### src/rtl/spike_input_queue_if.sv
`default_nettype none
// ============================================================================
// Module      : spike_input_queue_if
// Description : Spike event handshake between producers, the input queue and
//               the network controller.
// Revision    : 1.0
// ============================================================================
interface spike_input_queue_if #(
    parameter int SR_DEPTH = 16384
);
    localparam int IW = $clog2(SR_DEPTH);

    logic          push_valid;
    logic [IW-1:0] push_index;
    logic          push_ready;
    logic          input_occurred;
    logic [IW-1:0] input_index;
    logic          input_ack;

    // Queue side
    modport slave (
        input  push_valid,
        input  push_index,
        output push_ready,
        output input_occurred,
        output input_index,
        input  input_ack
    );

    // Producer/controller side
    modport master (
        output push_valid,
        output push_index,
        input  push_ready,
        input  input_occurred,
        input  input_index,
        output input_ack
    );
endinterface
`default_nettype wire

### src/rtl/spike_input_queue.sv
`default_nettype none
// ============================================================================
// Module      : spike_input_queue
// Description : FIFO of presynaptic spike events presented to the controller
//               one at a time with an ack handshake. Optional statistics
//               counters enabled by SPIKE_QUEUE_STATS_EN.
// Revision    : 1.0
// ============================================================================
module spike_input_queue #(
    parameter int SR_DEPTH    = 16384,
    parameter int QUEUE_DEPTH = 16      // power of two, >= 2
) (
    input  logic                           clk,
    input  logic                           reset,
    spike_input_queue_if.slave             bus,
    output logic [$clog2(QUEUE_DEPTH):0]   level,
    output logic                           overflow,
    input  logic                           clear_overflow
`ifdef SPIKE_QUEUE_STATS_EN
    ,
    output logic [15:0]                    sent_count,
    output logic [15:0]                    drop_count
`endif
);
    localparam int IW = $clog2(SR_DEPTH);
    localparam int PW = $clog2(QUEUE_DEPTH);
    localparam int LW = PW + 1;

    localparam logic [PW-1:0] c_ptr_one = PW'(1);
    localparam logic [LW-1:0] c_cnt_one = LW'(1);
    localparam logic [LW-1:0] c_full    = LW'(QUEUE_DEPTH);

    logic [IW-1:0] r_mem [QUEUE_DEPTH];
    logic [PW-1:0] r_rd_ptr;
    logic [PW-1:0] r_wr_ptr;
    logic [LW-1:0] r_count;
    logic          r_overflow;

    logic w_pop;
    logic w_push;
    logic w_drop;
    logic w_not_empty;

    assign w_not_empty = (r_count != '0);
    // A pop frees the slot in the same edge, so a full queue still accepts
    // a push when the controller acks.
    assign w_pop          = bus.input_ack & w_not_empty;
    assign bus.push_ready = (r_count != c_full) | w_pop;
    assign w_push         = bus.push_valid & bus.push_ready;
    assign w_drop         = bus.push_valid & ~bus.push_ready;

    assign bus.input_occurred = w_not_empty;
    assign bus.input_index    = w_not_empty ? r_mem[r_rd_ptr] : '0;
    assign level              = r_count;
    assign overflow           = r_overflow;

    // Storage is not reset so it can map onto RAM; the head is masked when empty.
    always_ff @(posedge clk) begin
        if (w_push) begin
            r_mem[r_wr_ptr] <= bus.push_index;
        end
    end

    always_ff @(posedge clk or posedge reset) begin
        if (reset) begin
            r_rd_ptr   <= '0;
            r_wr_ptr   <= '0;
            r_count    <= '0;
            r_overflow <= 1'b0;
        end else begin
            if (w_push) begin
                r_wr_ptr <= r_wr_ptr + c_ptr_one;
            end
            if (w_pop) begin
                r_rd_ptr <= r_rd_ptr + c_ptr_one;
            end
            if (w_push && !w_pop) begin
                r_count <= r_count + c_cnt_one;
            end else if (w_pop && !w_push) begin
                r_count <= r_count - c_cnt_one;
            end
            if (w_drop) begin
                r_overflow <= 1'b1;
            end else if (clear_overflow) begin
                r_overflow <= 1'b0;
            end
        end
    end

`ifdef SPIKE_QUEUE_STATS_EN
    logic [15:0] r_sent;
    logic [15:0] r_drop;

    always_ff @(posedge clk or posedge reset) begin
        if (reset) begin
            r_sent <= '0;
            r_drop <= '0;
        end else begin
            if (w_pop) begin
                if (r_sent != 16'hFFFF) r_sent <= r_sent + 16'd1;
            end else if (clear_overflow) begin
                r_sent <= '0;
            end
            if (w_drop) begin
                if (r_drop != 16'hFFFF) r_drop <= r_drop + 16'd1;
            end else if (clear_overflow) begin
                r_drop <= '0;
            end
        end
    end

    assign sent_count = r_sent;
    assign drop_count = r_drop;
`endif
endmodule
`default_nettype wire
### src/flat_wrapper.sv
// flat-port wrapper written by rule: the top's interface ports become plain ports
module spike_input_queue_flat 
#(
    parameter int SR_DEPTH    = 16384,
    parameter int QUEUE_DEPTH = 16                           
)
  (clk, reset, level, overflow, clear_overflow, bus_push_valid, bus_push_index, bus_push_ready, bus_input_occurred, bus_input_index, bus_input_ack);
  spike_input_queue_if #(.SR_DEPTH(SR_DEPTH)) bus_i ();
  input  logic clk;
  input  logic reset;
  output logic [$clog2(QUEUE_DEPTH):0] level;
  output logic overflow;
  input  logic clear_overflow;
  input wire logic [$bits(bus_i.push_valid)-1:0] bus_push_valid;
  input wire logic [$bits(bus_i.push_index)-1:0] bus_push_index;
  output wire logic [$bits(bus_i.push_ready)-1:0] bus_push_ready;
  output wire logic [$bits(bus_i.input_occurred)-1:0] bus_input_occurred;
  output wire logic [$bits(bus_i.input_index)-1:0] bus_input_index;
  input wire logic [$bits(bus_i.input_ack)-1:0] bus_input_ack;
  assign bus_i.push_valid = bus_push_valid;
  assign bus_i.push_index = bus_push_index;
  assign bus_push_ready = bus_i.push_ready;
  assign bus_input_occurred = bus_i.input_occurred;
  assign bus_input_index = bus_i.input_index;
  assign bus_i.input_ack = bus_input_ack;
  spike_input_queue #(.SR_DEPTH(SR_DEPTH), .QUEUE_DEPTH(QUEUE_DEPTH)) u_core (.clk(clk), .reset(reset), .bus(bus_i), .level(level), .overflow(overflow), .clear_overflow(clear_overflow));
endmodule
### config.mk
export PLATFORM = sky130hd
export DESIGN_NAME = spike_input_queue_flat
export DESIGN_NICKNAME = d
export VERILOG_FILES = /design/src/rtl/spike_input_queue_if.sv /design/src/rtl/spike_input_queue.sv /design/src/flat_wrapper.sv
export SDC_FILE = /design/constraint.sdc
export NUM_CORES = 1
export LEC_CHECK = 0
export BUFFER_PORTS_ARGS = -buffer_cell sky130_fd_sc_hd__buf_2
export CORE_UTILIZATION = 61
export DETAILED_ROUTE_END_ITERATION = 8
export PLACE_DENSITY = 0.83
export SLEW_MARGIN = 20
export SYNTH_ARGS = -nofsm -noshare
export SYNTH_HDL_FRONTEND = slang
export SYNTH_SLANG_ARGS = --single-unit
### constraint.sdc
create_clock -name clk -period 3.85 [get_ports clk]
set_clock_uncertainty 0.15 [all_clocks]
set_input_delay 0.385 -clock clk [delete_from_list [all_inputs] [get_ports clk]]
set_output_delay 0.385 -clock clk [all_outputs]
set_load 0.01 [all_outputs]
==> run_results.csv <==
group,metric,value,unit
logic_synthesis,yosysWarningCount,0,
sta,max_clock_freq,289,MHz
logic_synthesis,synth-seq-area-share,74.5,%
cts,clock_latency,490,ps
worst_setup_path,r2r.worst_path.cells,9,
logic_synthesis,ys_top_cells_by_area,"sky130_fd_sc_hd__edfxtp_1 (71%), sky130_fd_sc_hd__mux4_2 (13%), sky130_fd_sc_hd__dfrtp_1 (3.7%)",
worst_setup_path,start_kind,"flip-flop",
cts,cts.reportedPaths.clkPinSlew,60,ps
layout,layout.cells.most_common,"sky130_fd_sc_hd__edfxtp_1",
drt,routed-via-count,4671,
logic_synthesis,synth_top_area_share,70.8,%
sta,rsz_0062_raised_after_global_routing,"no",
cts,cts.sinks,238,
layout,final_nets,534,
sta,timing.max_slew.rel_slack,22.6,%
hold_path,hp-class,"in -> reg",
cts,cts_buffer_depth,3,
layout,area_growth,12.4,%
sta,postLayoutSetupSlackWorst,391,ps
power_and_ir_drop,power_density,745,nW/um2
layout,final_layout_size_suffix_gt1_share,31.5,%
layout,layout.area.seq,7080,um2
sta,min_period,3460,ps
hold_path,worst_hold_path.endpoint,"u_core.overflow",
die,core_region_area,15200,um2
logic_synthesis,asyncSetResetFlopFracSynth,5.88,%
layout,layout.filler_cells,908,
logic_synthesis,number_of_enable_flip_flop_cells_after_synthesis,224,
sta,final_max_slew_viol_count,0,
placement,pre_cts_slack,450,ps
die,initial_core_util,62.5,%
drt,post_drt_wl_per_cell,27.6,um
job,maxCapViolCount,0,
placement,dp_cells,666,
layout,layout.cells.most_common_list,"sky130_fd_sc_hd__edfxtp_1 (224), sky130_fd_sc_hd__mux4_2 (56), sky130_fd_sc_hd__buf_2 (40), sky130_fd_sc_hd__clkbuf_16 (23), sky130_fd_sc_hd__o21ai_0 (17)",
global_routing,global_route.usage.met2,42.7,%
global_routing,largest_net_degree_at_the_start_of_global_routing,31,
cts,clk_root_buffer_cell,"sky130_fd_sc_hd__clkbuf_16",
die,fp-row-count,45,
drt,drt-initial-drc-count,375,
placement,finalWeightedCongestion,0.750,
drt,drtAntennaViolNets,0,
worst_setup_path,reg2reg_slack,390,ps
logic_synthesis,postSynthAreaPerCell,21.1,um2
worst_setup_path,path_max_fanout,10,
worst_setup_path,required,4050,ps
layout,n_antenna_cell,0,
layout,post_layout_nonfiller_instances,708,
sta,finalSetupViolations,0,
cts,cts_tree,"done",
logic_synthesis,synth_cells,451,
worst_setup_path,worstSetupPathType,"reg -> reg",
global_routing,grt_pass1_wl,29.3,mm
sta,setup_total_negative_slack,0,ps
hold_path,holdCritStartpoint,"bus_push_valid",
drt,wirelength,19.5,mm
die,dieHeight,127,um
cts,cts_buffers,23,
global_routing,grt-busiest-layer,"met2",
power_and_ir_drop,ir_worst_vdd,0.616,mV
global_routing,grt.overflow.total,0,
drt,drt-pass1-iter-count,4,
global_routing,initial_antenna_violation_count,0,
global_routing,first_global_vias,4825,
placement,io_buffer_count,40,
worst_setup_path,r2r_end,"u_core.level[4]",
logic_synthesis,synth_top_area_cell,"sky130_fd_sc_hd__edfxtp_1",
run_status,status,"finished, final reports clean",
worst_setup_path,crit_arrival,3660,ps
logic_synthesis,synth-main-ff-cell,"sky130_fd_sc_hd__edfxtp_1",
logic_synthesis,synth.net_count,480,
power_and_ir_drop,leakage,0.00356,uW
logic_synthesis,post_synthesis_sequential_element_count,238,
hold_path,timing.hold.worst_path_depth,3,
logic_synthesis,post_synth_num_cell_types,40,
placement,post-dp-hpwl,10.6,mm
die,die_area,16100,um2
drt,drc,0,
global_routing,grt_use_total,25.7,%
sta,finalHoldViolations,0,
placement,placed_cell_area,9980,um2
worst_setup_path,timing.critical_path.to_type,"flip-flop",
global_routing,grt_util_met3,4.09,%
global_routing,grt.met1_usage,36.2,%
die,num_io_pins,41,
drt,vias_per_cell,6.60,
worst_setup_path,critical_path.reg2reg.startpoint,"u_core.level[0]",
sta,worst_slew_pin_slew,1160,ps
cts,cts-htree-levels,1,
layout,multiInputGateArea,2310,um2
layout,summed_area_of_non_filler_cells_in_the_final_layout,10700,um2
logic_synthesis,post_synth_instance_area,9500,um2
sta,fin_crit_share,89.8,%
die,die_width,127,um
-- cells by family after synthesis --
group,share of synthesized area [%]
fa+ha+maj,1.40
flops,74.5
mux,16.8
simple gates,2.53
buf+inv,1.65
xor+xnor,0.830
compound gates,2.32
-- synth_stat cells (2+ instances only) --
master	instances
sky130_fd_sc_hd__nor4b_1	4
sky130_fd_sc_hd__mux2i_1	15
sky130_fd_sc_hd__edfxtp_1	224
sky130_fd_sc_hd__ha_1	9
sky130_fd_sc_hd__xnor2_1	8
sky130_fd_sc_hd__mux4_2	56
sky130_fd_sc_hd__mux2_2	15
sky130_fd_sc_hd__and2_1	4
sky130_fd_sc_hd__buf_4	3
sky130_fd_sc_hd__and3_1	6
sky130_fd_sc_hd__buf_6	2
sky130_fd_sc_hd__and4_1	4
sky130_fd_sc_hd__dfrtp_1	14
sky130_fd_sc_hd__buf_2	11
sky130_fd_sc_hd__nand2_1	6
sky130_fd_sc_hd__nand3_1	2
sky130_fd_sc_hd__o21ai_0	17
sky130_fd_sc_hd__a21oi_1	16
sky130_fd_sc_hd__nor3_1	2
sky130_fd_sc_hd__clkbuf_1	8
sky130_fd_sc_hd__inv_1	6
-- layer usage --
layer,vias to the layer above,wire [um]
li1,1971,-
met5,-,0
met3,35,1230
met4,0,476
met1,2468,7910
met2,197,9910
-- flip-flops by register name (all words and copies together) (netlist names) --
name and flops:
u_core.level 5, u_core.overflow 1, u_core.r_mem 224, u_core.r_rd_ptr 4
u_core.r_wr_ptr 4
-- critical path, stage by stage, from the launching register on --
cell and delay (ps):
sky130_fd_sc_hd__dfrtp_1 450, sky130_fd_sc_hd__or4_4 590, sky130_fd_sc_hd__o21ai_4 340, sky130_fd_sc_hd__inv_2 150, sky130_fd_sc_hd__ha_1 270, sky130_fd_sc_hd__inv_1 170, sky130_fd_sc_hd__ha_1 310, sky130_fd_sc_hd__a21o_1 210
sky130_fd_sc_hd__a2111oi_0 490, sky130_fd_sc_hd__o31ai_1 160
-- power by group --
part           switching, uW  internal (uW)  leakage (uW)  total (uW)
Clock                    873           1160      0.000329        2040
Sequential               303           3150       0.00219        3450
Combinational           1240           1220       0.00105        2460
-- worst max-delay path by stage --
stage,end,startpoint
3_5_place_dp,u_core.level[4],u_core.level[0]
4_1_cts,bus_input_index[5],u_core.r_rd_ptr[1]
5_1_grt,u_core.level[4],u_core.level[0]
3_3_place_gp,u_core.level[4],u_core.level[0]
6_report,u_core.level[4],u_core.level[0]
2_1_floorplan,u_core.level[4],u_core.level[0]
-- final cells by class --
| type | instances | share of cell area [%] |
|---|---|---|
| Inverter | 7 | 0.246 |
| Sequential cell | 238 | 66.3 |
| Timing Repair Buffer | 53 | 3.31 |
| Tap cell | 188 | 2.20 |
| Clock buffer | 31 | 5.67 |
| Multi-Input combinational cell | 182 | 21.6 |
| Clock inverter | 9 | 0.609 |
-- through the flow --
stage | hold slack (ps) | util (%) | power, uW
after detailed placement | 311 | 65.7 | 5950
after floorplan | 124 | - | 5110
final | 37.7 | 70.2 | 7950
after CTS | 30.3 | 70.2 | 8000
after global routing | 29.0 | 70.2 | 8280
after global placement | 293 | 65.6 | 5820
-- repair_timing --
item / 4_1_cts / 5_1_grt
setup buffers: 0 / 0
hold endpoints to repair: 15 / 0
resized for setup: 0 / 0
endpoints found under the setup margin: 0 / 0
hold buffers: 2 / 0
Power figures use the tool's default switching activity.
